--- src/rtl/opti_in_stage.sv ---
// Input conditioning and pacing stage ahead of the SOS filter: buffers samples in a FIFO,
// applies rounded headroom shift with saturation, and issues them as paced single-cycle pulses.
module opti_in_stage #(
  parameter int DEPTH     = 8,
  parameter int ISSUE_GAP = 4
) (
  input  logic                     clk,
  input  logic                     rst_n,
  input  logic [23:0]              s_data,
  input  logic                     s_valid,
  output logic                     s_ready,
  input  logic [1:0]               shift,
  input  logic                     en,
  input  logic                     clear_sat,
  output logic [23:0]              data_out,
  output logic                     data_valid_out,
  output logic [$clog2(DEPTH):0]   fifo_level,
  output logic                     sat_flag
);

  localparam int AW = $clog2(DEPTH);
  localparam int GW = (ISSUE_GAP > 1) ? $clog2(ISSUE_GAP) : 1;
  localparam logic [GW-1:0]     GAP_LOAD = GW'(ISSUE_GAP - 1);
  localparam logic [AW:0]       FULL_CNT = (AW + 1)'(DEPTH);
  localparam logic signed [24:0] SAT_MAX = 25'sd4194303;
  localparam logic signed [24:0] SAT_MIN = -25'sd4194304;

  logic [23:0]   r_mem [DEPTH];
  logic [AW-1:0] r_wr_ptr;
  logic [AW-1:0] r_rd_ptr;
  logic [AW:0]   r_count;
  logic [GW-1:0] r_gap;
  logic [23:0]   r_data_out;
  logic          r_valid;
  logic          r_sat;

  logic signed [24:0] w_ext;
  logic signed [24:0] w_round;
  logic signed [24:0] w_sum;
  logic signed [24:0] w_t;
  logic               w_sat_hi;
  logic               w_sat_lo;
  logic [23:0]        w_cond;
  logic               w_push;
  logic               w_empty;
  logic               w_issue;

  // 25-bit intermediate so the rounding add cannot overflow before the shift.
  // NOTE: every always_comb output gets a default first so no latch can be inferred.
  always_comb begin
    w_round = '0;
    case (shift)
      2'd1:    w_round = 25'sd1;
      2'd2:    w_round = 25'sd2;
      2'd3:    w_round = 25'sd4;
      default: w_round = '0;
    endcase
    w_ext    = {s_data[23], s_data};
    w_sum    = w_ext + w_round;
    w_t      = w_sum >>> shift;
    w_sat_hi = (w_t > SAT_MAX);
    w_sat_lo = (w_t < SAT_MIN);
    if (w_sat_hi)      w_cond = SAT_MAX[23:0];
    else if (w_sat_lo) w_cond = SAT_MIN[23:0];
    else               w_cond = w_t[23:0];
  end

  assign s_ready = (r_count != FULL_CNT);
  assign w_empty = (r_count == '0);
  assign w_push  = s_valid && s_ready;
  assign w_issue = en && !w_empty && (r_gap == '0);

  // NOTE: sample storage has no reset; the pointers and count alone define what is valid.
  always_ff @(posedge clk) begin
    if (w_push) r_mem[r_wr_ptr] <= w_cond;
  end

  // NOTE: sequential state uses non-blocking assignments only.
  always_ff @(posedge clk or negedge rst_n) begin
    if (!rst_n) begin
      r_wr_ptr <= '0;
      r_rd_ptr <= '0;
      r_count  <= '0;
    end else begin
      if (w_push)  r_wr_ptr <= r_wr_ptr + 1'b1;
      if (w_issue) r_rd_ptr <= r_rd_ptr + 1'b1;
      case ({w_push, w_issue})
        2'b10:   r_count <= r_count + 1'b1;
        2'b01:   r_count <= r_count - 1'b1;
        default: r_count <= r_count;
      endcase
    end
  end

  // Gap counter keeps running down while en is low, so a late enable issues at once.
  always_ff @(posedge clk or negedge rst_n) begin
    if (!rst_n) begin
      r_gap      <= '0;
      r_data_out <= '0;
      r_valid    <= 1'b0;
    end else begin
      r_valid <= w_issue;
      if (w_issue) begin
        r_data_out <= r_mem[r_rd_ptr];
        r_gap      <= GAP_LOAD;
      end else if (r_gap != '0) begin
        r_gap <= r_gap - 1'b1;
      end
    end
  end

  // Set dominates clear when both happen on the same edge.
  always_ff @(posedge clk or negedge rst_n) begin
    if (!rst_n) begin
      r_sat <= 1'b0;
    end else if (w_push && (w_sat_hi || w_sat_lo)) begin
      r_sat <= 1'b1;
    end else if (clear_sat) begin
      r_sat <= 1'b0;
    end
  end

  assign data_out       = r_data_out;
  assign data_valid_out = r_valid;
  assign fifo_level     = r_count;
  assign sat_flag       = r_sat;

endmodule

--- config.mk ---
export PLATFORM = sky130hd
export DESIGN_NAME = opti_in_stage
export DESIGN_NICKNAME = d
export VERILOG_FILES = /design/src/rtl/opti_in_stage.sv
export SDC_FILE = /design/constraint.sdc
export NUM_CORES = 1
export LEC_CHECK = 0
export CAP_MARGIN = 20
export CORE_UTILIZATION = 55
export CTS_CLUSTER_SIZE = 25
export DETAILED_ROUTE_END_ITERATION = 8
export GPL_TIMING_DRIVEN = 0
export HOLD_SLACK_MARGIN = 0.15
export PLACE_DENSITY = 0.74
export SLEW_MARGIN = 20
export SYNTH_ARGS = -nofsm -noshare
export SYNTH_HDL_FRONTEND = slang
export SYNTH_SLANG_ARGS = --single-unit
export TNS_END_PERCENT = 10
--- constraint.sdc ---
create_clock -name clk -period 7.8 [get_ports clk]
set_clock_uncertainty 0.05 [all_clocks]
set_input_delay 0.78 -clock clk [delete_from_list [all_inputs] [get_ports clk]]
set_output_delay 0.78 -clock clk [all_outputs]
set_load 0.1 [all_outputs]
---- Word-level counts from Yosys, hierarchy flattened ----
Memories as Yosys holds them, arrays and structs flattened. A register that Yosys moved wholly into a read port is not among the register bits.
Cells that the tools add are included.
word-level totals
  register bits ........................... 14
  RAM bits ................................ 192
  input port bits ......................... 31
  output and inout bits ................... 31
  word-level logic and storage cells ...... 45
  memories ................................ 1
operators by class
  add/sub/neg operators ................... 6
  order comparisons ....................... 2
  equality and inequality tests ........... 6
  shift operators ......................... 1
  muxes and demuxes ....................... 10
  reductions and logical operators ........ 13
memory list
  name   depth  width  read ports  clocked after memory_dff  write ports  line  RTL
  r_mem  8      24     1           1                         1            28    logic [23:0] r_mem [DEPTH];
operator list
  cell                                                  number
  two-way mux 24 bit                                    2
  adder 24 x 4 -> 25 bit                                1
  > comparator 25 x 23 -> 1 bit, second input constant  1
  < comparator 25 x 23 -> 1 bit, second input constant  1
  >>> shifter 25 x 2 -> 25 bit                          1
  one-hot mux 3 bit (3 select lines)                    1
  one-hot mux 4 bit (2 select lines)                    1
  nonzero test 2 bit                                    4
  adder 3 x 1 -> 3 bit, second input constant           2
  == test 2 bit, second input constant                  3
  adder 4 x 1 -> 4 bit, second input constant           1
  == test 2 x 1 -> 1 bit, second input constant         2
  logical AND 1 bit                                     4
  logical NOT 4 bit                                     1
  two-way mux 1 bit                                     4
  two-way mux 2 bit                                     2
  != test 4 bit, second input constant                  1
  subtractor 4 x 1 -> 4 bit, second input constant      1
  logical NOT 1 bit                                     2
  logical NOT 2 bit                                     1
  subtractor 2 x 1 -> 2 bit, second input constant      1
  logical OR 1 bit                                      1

---- Longest topological paths before layout ----
Gate-level depths: netlist of run 1.
  depth in word-level cells ............... 8
  depth in mapped cells ................... 14
  mapped depth without buffers ............ 11

---- Worst setup path after synthesis of run 1 ----
OpenSTA, ideal clock, no wires.
  kind .................................... register to register
  from .................................... reg r_count[2] (netlist: fifo_level[2])
  to ...................................... mem r_mem[0][0], enable pin
  library setup time ...................... 0.467 ns
  arrival ................................. 4.601 ns
  data required time ...................... 7.283 ns
  setup slack ............................. 2.682 ns
  stages on the path, launching flop included .. 5
  buffers on the path ..................... 0
  clock period less this slack ............ 5.118 ns
  path through ............................ dfrtp_1 -> nor3_1 -> nand2_1 -> nand2_1 -> nor4_1
between the ends
  longest elaborated chain between the ends .. 4
ends and longest elaborated chain
  what                                     line  RTL
  start, declared                          31    logic [AW:0] r_count;
  start signal, assigned                   88    2'b10: r_count <= r_count + 1'b1;
  start signal, assigned                   89    2'b01: r_count <= r_count - 1'b1;
  start signal, assigned                   90    default: r_count <= r_count;
  != test 4 bit                            68    assign s_ready = (r_count != FULL_CNT);
  net s_ready                              11    output logic s_ready,
  logical AND 1 bit                        70    assign w_push = s_valid && s_ready;
  two-way mux 1 bit                        75    if (w_push) r_mem[r_wr_ptr] <= w_cond;
  two-way mux 1 bit (implied by the code)  75
  end, declared                            28
The timed path passes the listed nets, and every way through them passes these cells.

---- Final worst setup path of run 1 ----
  from .................................... in shift[0]
  to ...................................... mem r_mem[2][14] (data pin)
between the ends
  longest elaborated chain between the ends .. 7
  elaborated cells between the ends (all ways) .. 10
  classes of those cells .................. add/sub (1); order compare (2); eq/ne (3); shift (1); mux (3)
ends and longest elaborated chain
  what                                                            line  RTL
  start, declared                                                 12    input logic [1:0] shift,
  == test 2 bit / == test 2 x 1 -> 1 bit (equally long branches)  52    case (shift)
  one-hot mux 3 bit (3 select lines)                              52
  adder 24 x 4 -> 25 bit                                          59    w_sum = w_ext + w_round;
  >>> shifter 25 x 2 -> 25 bit (*)                                60    w_t = w_sum >>> shift;
  < comparator 25 x 23 -> 1 bit                                   62    w_sat_lo = (w_t < SAT_MIN);
  two-way mux 24 bit                                              64    else if (w_sat_lo) w_cond = SAT_MIN[23:0];
  two-way mux 24 bit (*)                                          63    if (w_sat_hi) w_cond = SAT_MAX[23:0];
  net w_cond[14]                                                  43    logic [23:0] w_cond;
Mark *: on every way through the listed nets, which the timed path passes. The rest lies on a longest branch.

==> results of run 1 <==
## synth_stat cells (all sizes together), types with 3 or more instances
library cell	number
and2	3
or4	4
or3	4
a31oi	10
o21ai	47
ha	9
nor3	15
a211oi	6
edfxtp	192
inv	20
mux2i	34
a2111oi	3
o221ai	4
nand4	8
o22ai	3
a2bb2oi	4
clkbuf	32
nand3	19
nand2b	4
xnor2	12
a22oi	7
o31a	3
and4	4
xor2	5
o31ai	8
o211ai	11
nor4	3
buf	16
nor2	23
dfrtp	38
a21oi	20
mux4	48
and3	5
nand2	70
mux2	3
## cells in the final DEF (no fill, tap or decap), drive strengths merged, types with 4 or more instances in the layout
master	n
a211oi	6
a21oi	20
a22oi	7
a2bb2oi	4
a31oi	10
and3	5
and4	4
buf	40
bufinv	4
clkbuf	58
clkdlybuf4s50	53
clkinv	9
dfrtp	38
edfxtp	192
ha	9
inv	21
mux2i	34
mux4	48
nand2	70
nand2b	4
nand3	19
nand4	8
nor2	23
nor3	15
o211ai	11
o21ai	47
o221ai	4
o31ai	8
or3	4
or4	4
xnor2	12
xor2	5
## metal layers
| layer | part of all wire (%) | vias to the layer above | track usage (%) | wire length, um |
|---|---|---|---|---|
| li1 | - | 3092 | - | - |
| met3 | 5.5 | 37 | 3.02 | 1440 |
| met2 | 49 | 299 | 44.9 | 12700 |
| met1 | 44 | 3598 | 39.6 | 11500 |
| met5 | 0 | - | 0 | 0 |
| met4 | 1.7 | 0 | 7.09 | 434 |
## stage by stage
step / cells / utilization [%] / worst slack [ns] / power, W
floorplan: 728 / - / 2.68 / 0.00298
global placement: 1016 / 60.9 / 0.874 / 0.00339
detailed placement: 1039 / 62.5 / 2.02 / 0.00351
CTS: 1081 / 66.7 / 2.53 / 0.00463
global route: 1081 / 66.7 / 2.24 / 0.00479
finish: 1081 / 66.7 / 2.33 / 0.00461
## power breakdown
group / internal (W) / total [W] / switching [W]
combinational: 0.000605 / 0.00177 / 0.00117
clock: 0.000683 / 0.00113 / 0.000450
sequential: 0.00161 / 0.00171 / 0.000101
total: 0.00289 / 0.00461 / 0.00172
## cell type report
| type | instances | area share, % |
|---|---|---|
| flip-flops and latches | 230 | 53.6 |
| plain buffers | 48 | 1.53 |
| clock inverters | 15 | 1.45 |
| inverters | 20 | 0.600 |
| multi-input cells | 430 | 29.2 |
| repair buffers | 78 | 6.45 |
| well taps | 234 | 2.34 |
| clock buffers | 26 | 4.77 |
## sequential cells by signal (all words and copies together), names as in the netlist
signal,cells
sat_flag,1
data_out,24
r_rd_ptr,3
data_valid_out,1
r_wr_ptr,3
r_gap,2
fifo_level,4
r_mem,192
## how the worst max path moves through the flow
stage / slack [ns] / end / start / depth (start not counted)
2_1_floorplan: 2.68 / r_mem[0][0] / fifo_level[2] / 4
3_3_place_gp: 0.87 / r_mem[0][16] / s_valid / 3
3_5_place_dp: 2.02 / r_mem[4][14] / shift[0] / 13
4_1_cts: 2.53 / r_mem[2][14] / shift[0] / 13
5_1_grt: 2.24 / r_mem[6][14] / shift[0] / 13
6_report: 2.33 / r_mem[2][14] / shift[0] / 13
## what timing repair did
item | CTS | global route
hold endpoints to repair | 12 | 0
gates resized for setup | 0 | 0
hold buffers | 1 | 0
## worst max-delay path: cells and delay by family
family | cells | cell delay (ns)
AOI/OAI and AO/OA | 4 | 2.21
adders and majority gates | 1 | 0.14
buffers and inverters | 6 | 1.98
and+or+nand+nor | 2 | 0.50
## cells by family (layout without fill, tap and decap cells)
kind of cell | Yosys count | in the layout | synth area share, %
AND/OR/NAND/NOR | 164 | 164 | 7.42
XOR/XNOR | 17 | 17 | 1.41
adder cells (fa/ha/maj) | 11 | 11 | 1.44
buffers and inverters | 68 | 187 | 2.50
multiplexers | 85 | 85 | 13.7
flip-flops | 230 | 230 | 63.4
AO/OA/AOI/OAI | 153 | 153 | 10.1
==> impl_metrics.toml, run 1 <==
[cells_and_area]
fill_cells = 1272
area_delta_synth_final_pct = 18.2
drive_gt1_share_pct = 16.1
num_antenna_cells = 0
fin_nets = 873
multi_input_area_um2 = 3660
register_area_um2 = 6720
final_cell_area_um2 = 12500

[timing]
rsz0062_at_grt = "no"
min_period_over_period_pct = 70.1
slew_headroom_pct = 34.1
worst_pin_slew_ns = 0.985
holdWs_ns = 0.427
tns_ns = 0
finalSetupViolations = 0
maxSlewViolCount = 0
fmax_mhz = 183
finalHoldViolations = 0
finalWorstPathRequiredPeriod_ns = 5.47

[detailed_routing]
drc = 0
vias_per_cell = 6.50
ant_nets = 0
totalWireLength_um = 26100
dr.pass1.iters = 5
num_vias = 7026
wl_per_cell_um = 24.1
dr.first_iter.drc_count = 590

[setup_path]
rrSetupSlack_ns = 4.73
arrival_ns = 5.60
cp_common_cell = "clkbuf_1"
worstPathMaxFanout = 10
required_ns = 7.94
r2r-start = "fifo_level[2]"
cp_slowest_cell = "o21ai_1"
startpoint_type = "primary input"
critical_path.endpoint_type = "flop"
path_cells = "clkbuf_1 > clkbuf_1 > clkbuf_1 > nand2_1 > inv_1 > ha_1 > clkbuf_1 > inv_1 > a2111oi_4 > a211oi_1 > o21ai_1 > nand2_1 > o211ai_1"
path_class = "in2reg"
slowest_delay_ns = 0.78
ff2ff_path_depth = 10
r2r_end = "fifo_level[3]"

[min_path]
hold_path_depth = 2
hp-start = "data_out[12]"
min_to = "data_out[12]"
hp-class = "reg2reg"

[logic_synthesis]
dominantRegCellSynth = "edfxtp_1"
netlist_instances = 728
yosys.area.top_type_share_pct = 54.4
yosysWarnings = 0
syn_area_per_cell_um2 = 14.6
syn_area_um2 = 10600
synth_top_cell_by_area = "edfxtp_1"
synth_nets = 770
ys_async_sr_fraction_pct = 16.5
synth-edff-count = 192
ys_top_cells_by_area = "edfxtp_1 54%, mux4_2 10%, dfrtp_1 9.0%"
synth_cell_type_count = 65
ys_ff_latch = 230
yosysSeqAreaShare_pct = 63.4

[floorplanning]
rows = 50
dieArea_um2 = 19800
start_util_pct = 56.4
fp.coreArea_um2 = 18800
ios = 62
fp.dieH_um = 141
die_w_um = 141

[global_route]
antenna_found_initial = 0
grt_start_max_net_pins = 27
gr-usage-all-layers_pct = 27.4
grt_pass1_wl_um = 40700
grt_pass1_vias = 6964
gr-total-overflow = 0

[clock_network]
cts_inserted_buffers = 23
cts_sinks = 230
clkTransAtPathRegs_ns = 0.06
post_cts_buffers = 0
cts.path.max_buffers = 3
clk_latency_ns = 0.51
cts_tree = "done"
ctsHtreeMaxLevel = 1
root_buffer = "clkbuf_16"

[placed_design]
dpl-instance-area_um2 = 11700
routabilityCongestion = 0.943
portBuffers = 54
place_hpwl_um = 18600

[power]
p_per_area_nw_per_um2 = 368
ir_drop_uv = 168
total_leakage_power_nw = 4.31

[outcome]
outcome = "complete, no violations"

[job]
cap_violations = 0
Note: power is estimated with default switching activity, not from simulation.
==> inputs of run 2 (changes only) <==
- CORE_UTILIZATION: 55 -> 54
- PLACE_DENSITY: 0.74 -> 0.76
- clock period: 7.8 -> 4.9 ns (I/O delays scaled with it)
==> impl_metrics.toml, run 2 (synthesized netlist as in run 1, its figures left out) <==
[outcome]
outcome = "complete, no violations"

[cells_and_area]
fill_cells = 1339
largest_reg_flops = 192
fin_nets = 866
drive_gt1_share_pct = 15.5
largest-register = "r_mem"
final_cell_mix = "192 x edfxtp_1, 70 x nand2_1, 53 x clkdlybuf4s50_1"
final_core_util_pct = 65.9
layout_commonest_cell = "edfxtp_1"
multi_input_area_um2 = 3690
area_delta_synth_final_pct = 17.9
num_antenna_cells = 0
register_area_um2 = 6720

[timing]
worst_pin_slew_ns = 1.02
slew_headroom_pct = 32.1
tns_ns = 0
rsz0062_at_grt = "no"
maxSlewViolCount = 0
min_period_over_period_pct = 93.6
finalWorstPathRequiredPeriod_ns = 4.59
fmax_mhz = 218
fin_ws_ns = 0.315
holdWs_ns = 0.371
finalSetupViolations = 0
finalHoldViolations = 0

[power]
ir_drop_uv = 273
power.total_w = 0.00723
p_per_area_nw_per_um2 = 579
total_leakage_power_nw = 4.25

[detailed_routing]
dr.first_iter.drc_count = 751
num_vias = 6968
drc = 0
vias_per_cell = 6.33
met1_length_um = 10600
ant_nets = 0
highest_layer = "met4"
dr_wl_met3_um = 1580
dr.pass1.iters = 6
wl_per_cell_um = 24.0
totalWireLength_um = 26400
wl_met2_um = 13300

[setup_path]
slowest_delay_ns = 0.60
path_cells = "clkbuf_2 > clkbuf_1 > clkbuf_1 > nand2_1 > inv_1 > ha_1 > nor2b_1 > o2111ai_1 > or3_1 > buf_2 > a211oi_4 > nor3_2 > a21oi_1"
arrival_ns = 4.75
critical_path.endpoint_type = "flop"
cp_slowest_cell = "a21oi_1"
startpoint_type = "primary input"
required_ns = 5.06
cp_common_cell = "clkbuf_1"
worstPathMaxFanout = 10
path_class = "in2reg"

[placed_design]
place_ws_ns = -0.620
place_hpwl_um = 18200
routabilityCongestion = 0.979
portBuffers = 54

[global_route]
gr-usage-all-layers_pct = 27.6
gr-total-overflow = 0
grt_pass1_vias = 7175
grt_start_max_net_pins = 27
antenna_found_initial = 0
grt_pass1_wl_um = 41300

[floorplanning]
dieArea_um2 = 20200
die_w_um = 142
fp.coreArea_um2 = 19000
rows = 50
start_util_pct = 55.9
fp.dieH_um = 142
ios = 62

[clock_network]
cts_inserted_buffers = 22
root_buffer = "clkbuf_16"
clk_latency_ns = 0.51
cts_tree = "done"
cts_sinks = 230
cts.path.max_buffers = 3
clkTransAtPathRegs_ns = 0.06
ctsHtreeMaxLevel = 1

[min_path]
hp-class = "in2async"

[job]
cap_violations = 0
-- run 2: final cells by class --
class	instances	area share, %
sequential	230	53.8
timing repair buffer	72	6.12
inverter	20	0.601
buffer	48	1.53
tap	260	2.61
clock buffer	31	5.01
multi-input combinational	430	29.6
clock inverter	9	0.732
-- run 2: per-layer routing --
layer	vias to the layer above	GRT usage (%)
met5	-	0
li1	3073	-
met3	66	2.62
met2	326	47.2
met1	3503	36.9
met4	0	10.1
-- run 2: worst paths after layout --
path	from	end	slack, ns	cells after the start
hold / removal	rst_n	r_wr_ptr[0]	0.37	2
setup reg to reg	fifo_level[2]	fifo_level[3]	1.81	10
setup / recovery	shift[0]	r_mem[7][4]	0.31	13
min in group clk	data_out[11]	data_out[11]	0.43	2
max in group asynchronous	rst_n	data_out[17]	3.95	3
hold reg to reg	data_out[11]	data_out[11]	0.43	2
-- run 2: worst max-delay path: cells and delay by family --
| kind | cells | cell delay (ns) |
|---|---|---|
| simple gates | 4 | 1.19 |
| fa+ha+maj | 1 | 0.26 |
| compound gates | 3 | 1.34 |
| buf+inv | 5 | 1.45 |
-- run 2: repair_timing --
action / CTS / global route
buffers inserted: 0 / 0
resized for setup: 2 / 7
pin swaps: 1 / 0
hold buffers: 1 / 0
endpoints found under the setup margin: 24 / 136
endpoints found under the hold margin: 15 / 0
-- run 2: where the power goes --
group | total (W) | switching, W | internal [W] | leakage (nW)
logic | 0.00283 | 0.00187 | 0.000957 | 1.69
clock network | 0.00167 | 0.000676 | 0.000994 | 0.354
registers | 0.00273 | 0.000171 | 0.00256 | 2.21
total | 0.00723 | 0.00272 | 0.00451 | 4.25
-- run 2: through the flow --
step / area, um^2 / instances
floorplan: 10600 / 728
global placement: 11500 / 1042
detailed placement: 11700 / 1059
global route: 12500 / 1100
finish: 12500 / 1100
CTS: 12500 / 1100
==> inputs of run 3 (changes only) <==
- CORE_UTILIZATION: 54 -> 55
- PLACE_DENSITY: 0.76 -> 0.74
- clock period: 4.9 -> 5.2 ns (I/O delays scaled with it)
==> impl_metrics.toml, run 3 (synthesized netlist as in run 1, its figures left out) <==
[cells_and_area]
largest_reg_flops = 192
final_cell_area_um2 = 12500
drive_gt1_share_pct = 16.2
largest-register = "r_mem"
fin_nets = 873
num_antenna_cells = 0
layoutNonFillerInstCount = 1081
final_cell_mix = "192 x edfxtp_1, 70 x nand2_1, 53 x clkdlybuf4s50_1"
area_delta_synth_final_pct = 18.2
layout_commonest_cell = "edfxtp_1"

[setup_path]
path_cells = "clkbuf_1 > clkbuf_1 > clkbuf_1 > nand2_1 > inv_1 > ha_1 > clkbuf_1 > inv_1 > a2111oi_4 > a211oi_1 > o21ai_2 > nand2_1 > o221ai_1"
r2r-start = "fifo_level[2]"
cp_top_family = "buffers and inverters"
startpoint_type = "primary input"
critical_path_buf_inv_count = 6
arrival_ns = 5.05
startpoint = "shift[0]"
critical_path.endpoint_type = "flop"
path_class = "in2reg"
required_ns = 5.34
worstPathMaxFanout = 10
slowest_delay_ns = 0.67
cp_common_cell = "clkbuf_1"
cp_slowest_cell = "o221ai_1"

[power]
p_per_area_nw_per_um2 = 552
power.total_w = 0.00692
clkPwrFrac_pct = 24.6
pwr-share-comb_pct = 38.4
p_int_w = 0.00434
p_sw_share_pct = 37.2
p_switching_w = 0.00258
total_leakage_power_nw = 4.31
power_frac_seq_pct = 37.0
ir_drop_uv = 254

[clock_network]
root_buffer = "clkbuf_16"
cts_sinks = 230
cts.path.max_buffers = 3
cts_inserted_buffers = 23
clk_latency_ns = 0.51
cts_tree = "done"
ctsHtreeMaxLevel = 1
clkTransAtPathRegs_ns = 0.06
post_cts_buffers = 0

[timing]
finalSetupViolations = 0
rsz0062_at_grt = "no"
slew_headroom_pct = 34.1
min_period_over_period_pct = 94.5
fmax_mhz = 204
finalWorstPathRequiredPeriod_ns = 4.91
maxSlewViolCount = 0
finalHoldViolations = 0
worst_pin_slew_ns = 0.985

[global_route]
grt_pass1_wl_um = 40700
gr-usage-all-layers_pct = 27.4
grt_pass1_vias = 6964
antenna_found_initial = 0
grt_start_max_net_pins = 27
gr-total-overflow = 0

[placed_design]
place_hpwl_um = 18600
dpl-instance-area_um2 = 11700
portBuffers = 54
routabilityCongestion = 0.943
dp.cells = 1039

[detailed_routing]
dr.pass1.iters = 5
drc = 0
totalWireLength_um = 26100
dr.first_iter.drc_count = 602
vias_per_cell = 6.53
wl_per_cell_um = 24.2
ant_nets = 0
num_vias = 7063

[job]
cap_violations = 0

[floorplanning]
ios = 62
fp.coreArea_um2 = 18800
dieArea_um2 = 19800
rows = 50
start_util_pct = 56.4
die_w_um = 141
fp.dieH_um = 141

[min_path]
hp-class = "in2async"

[outcome]
outcome = "complete, no violations"
-- run 3: cell count changes in the layout (fill, tap and decap cells not counted), sizes merged --
cell      change
buf           +6
clkbuf        -5
bufinv        +2
clkinv        +2
clkinvlp      +1
inv           +1
-- run 3: power groups by stage --
stage	Sequential (W)	Combinational (W)	Clock (W)
floorplan	0.00331	0.00116	0
global placement	0.00258	0.00250	0
detailed placement	0.00260	0.00266	0
CTS	0.00256	0.00267	0.00171
global route	0.00259	0.00281	0.00179
finish	0.00256	0.00266	0.00170
-- run 3: metrics by stage --
step / setup TNS [ns] / utilization, % / worst slack, ns / hold slack [ns]
final: 0 / 66.7 / 0.288 / 0.402
after floorplan: 0 / - / 0.0824 / 0.174
after CTS: 0 / 66.7 / 0.187 / 0.399
after global routing: 0 / 66.7 / 0.0589 / 0.437
after global placement: -51.83 / 60.9 / -1.47 / 0.411
after detailed placement: -18.12 / 62.5 / -0.324 / 0.398
-- run 3: path summary, 6_finish.rpt --
kind | slack (ns) | end | cells past startpoint
min | 0.40 | r_wr_ptr[2] | 2
min in group clk | 0.43 | data_out[12] | 2
min reg2reg | 0.43 | data_out[12] | 2
max reg2reg | 2.14 | fifo_level[3] | 10
max | 0.29 | r_mem[6][15] | 13
max in group asynchronous | 4.21 | data_out[16] | 3
-- run 3: layout make-up --
cell class,count,area (um^2)
Multi-Input combinational cell,430,3660
Inverter,20,75.1
Timing Repair Buffer,78,807
Tap cell,234,293
Clock buffer,26,597
Buffer,48,191
Fill cell,1271,6240
Clock inverter,15,181
Sequential cell,230,6720
-- run 3: timing repair --
item,in CTS,in global routing
hold buffers,1,0
endpoints found under the setup margin,0,40
hold endpoints to repair,12,0
resized for setup,0,1
-- run 3: metal layers --
layer | GRT usage (%) | vias up | wire length (um)
li1 | - | 3098 | -
met1 | 39.6 | 3582 | 11200
met2 | 44.9 | 340 | 12800
met3 | 3.02 | 43 | 1650
met4 | 7.09 | 0 | 448
met5 | 0 | - | 0
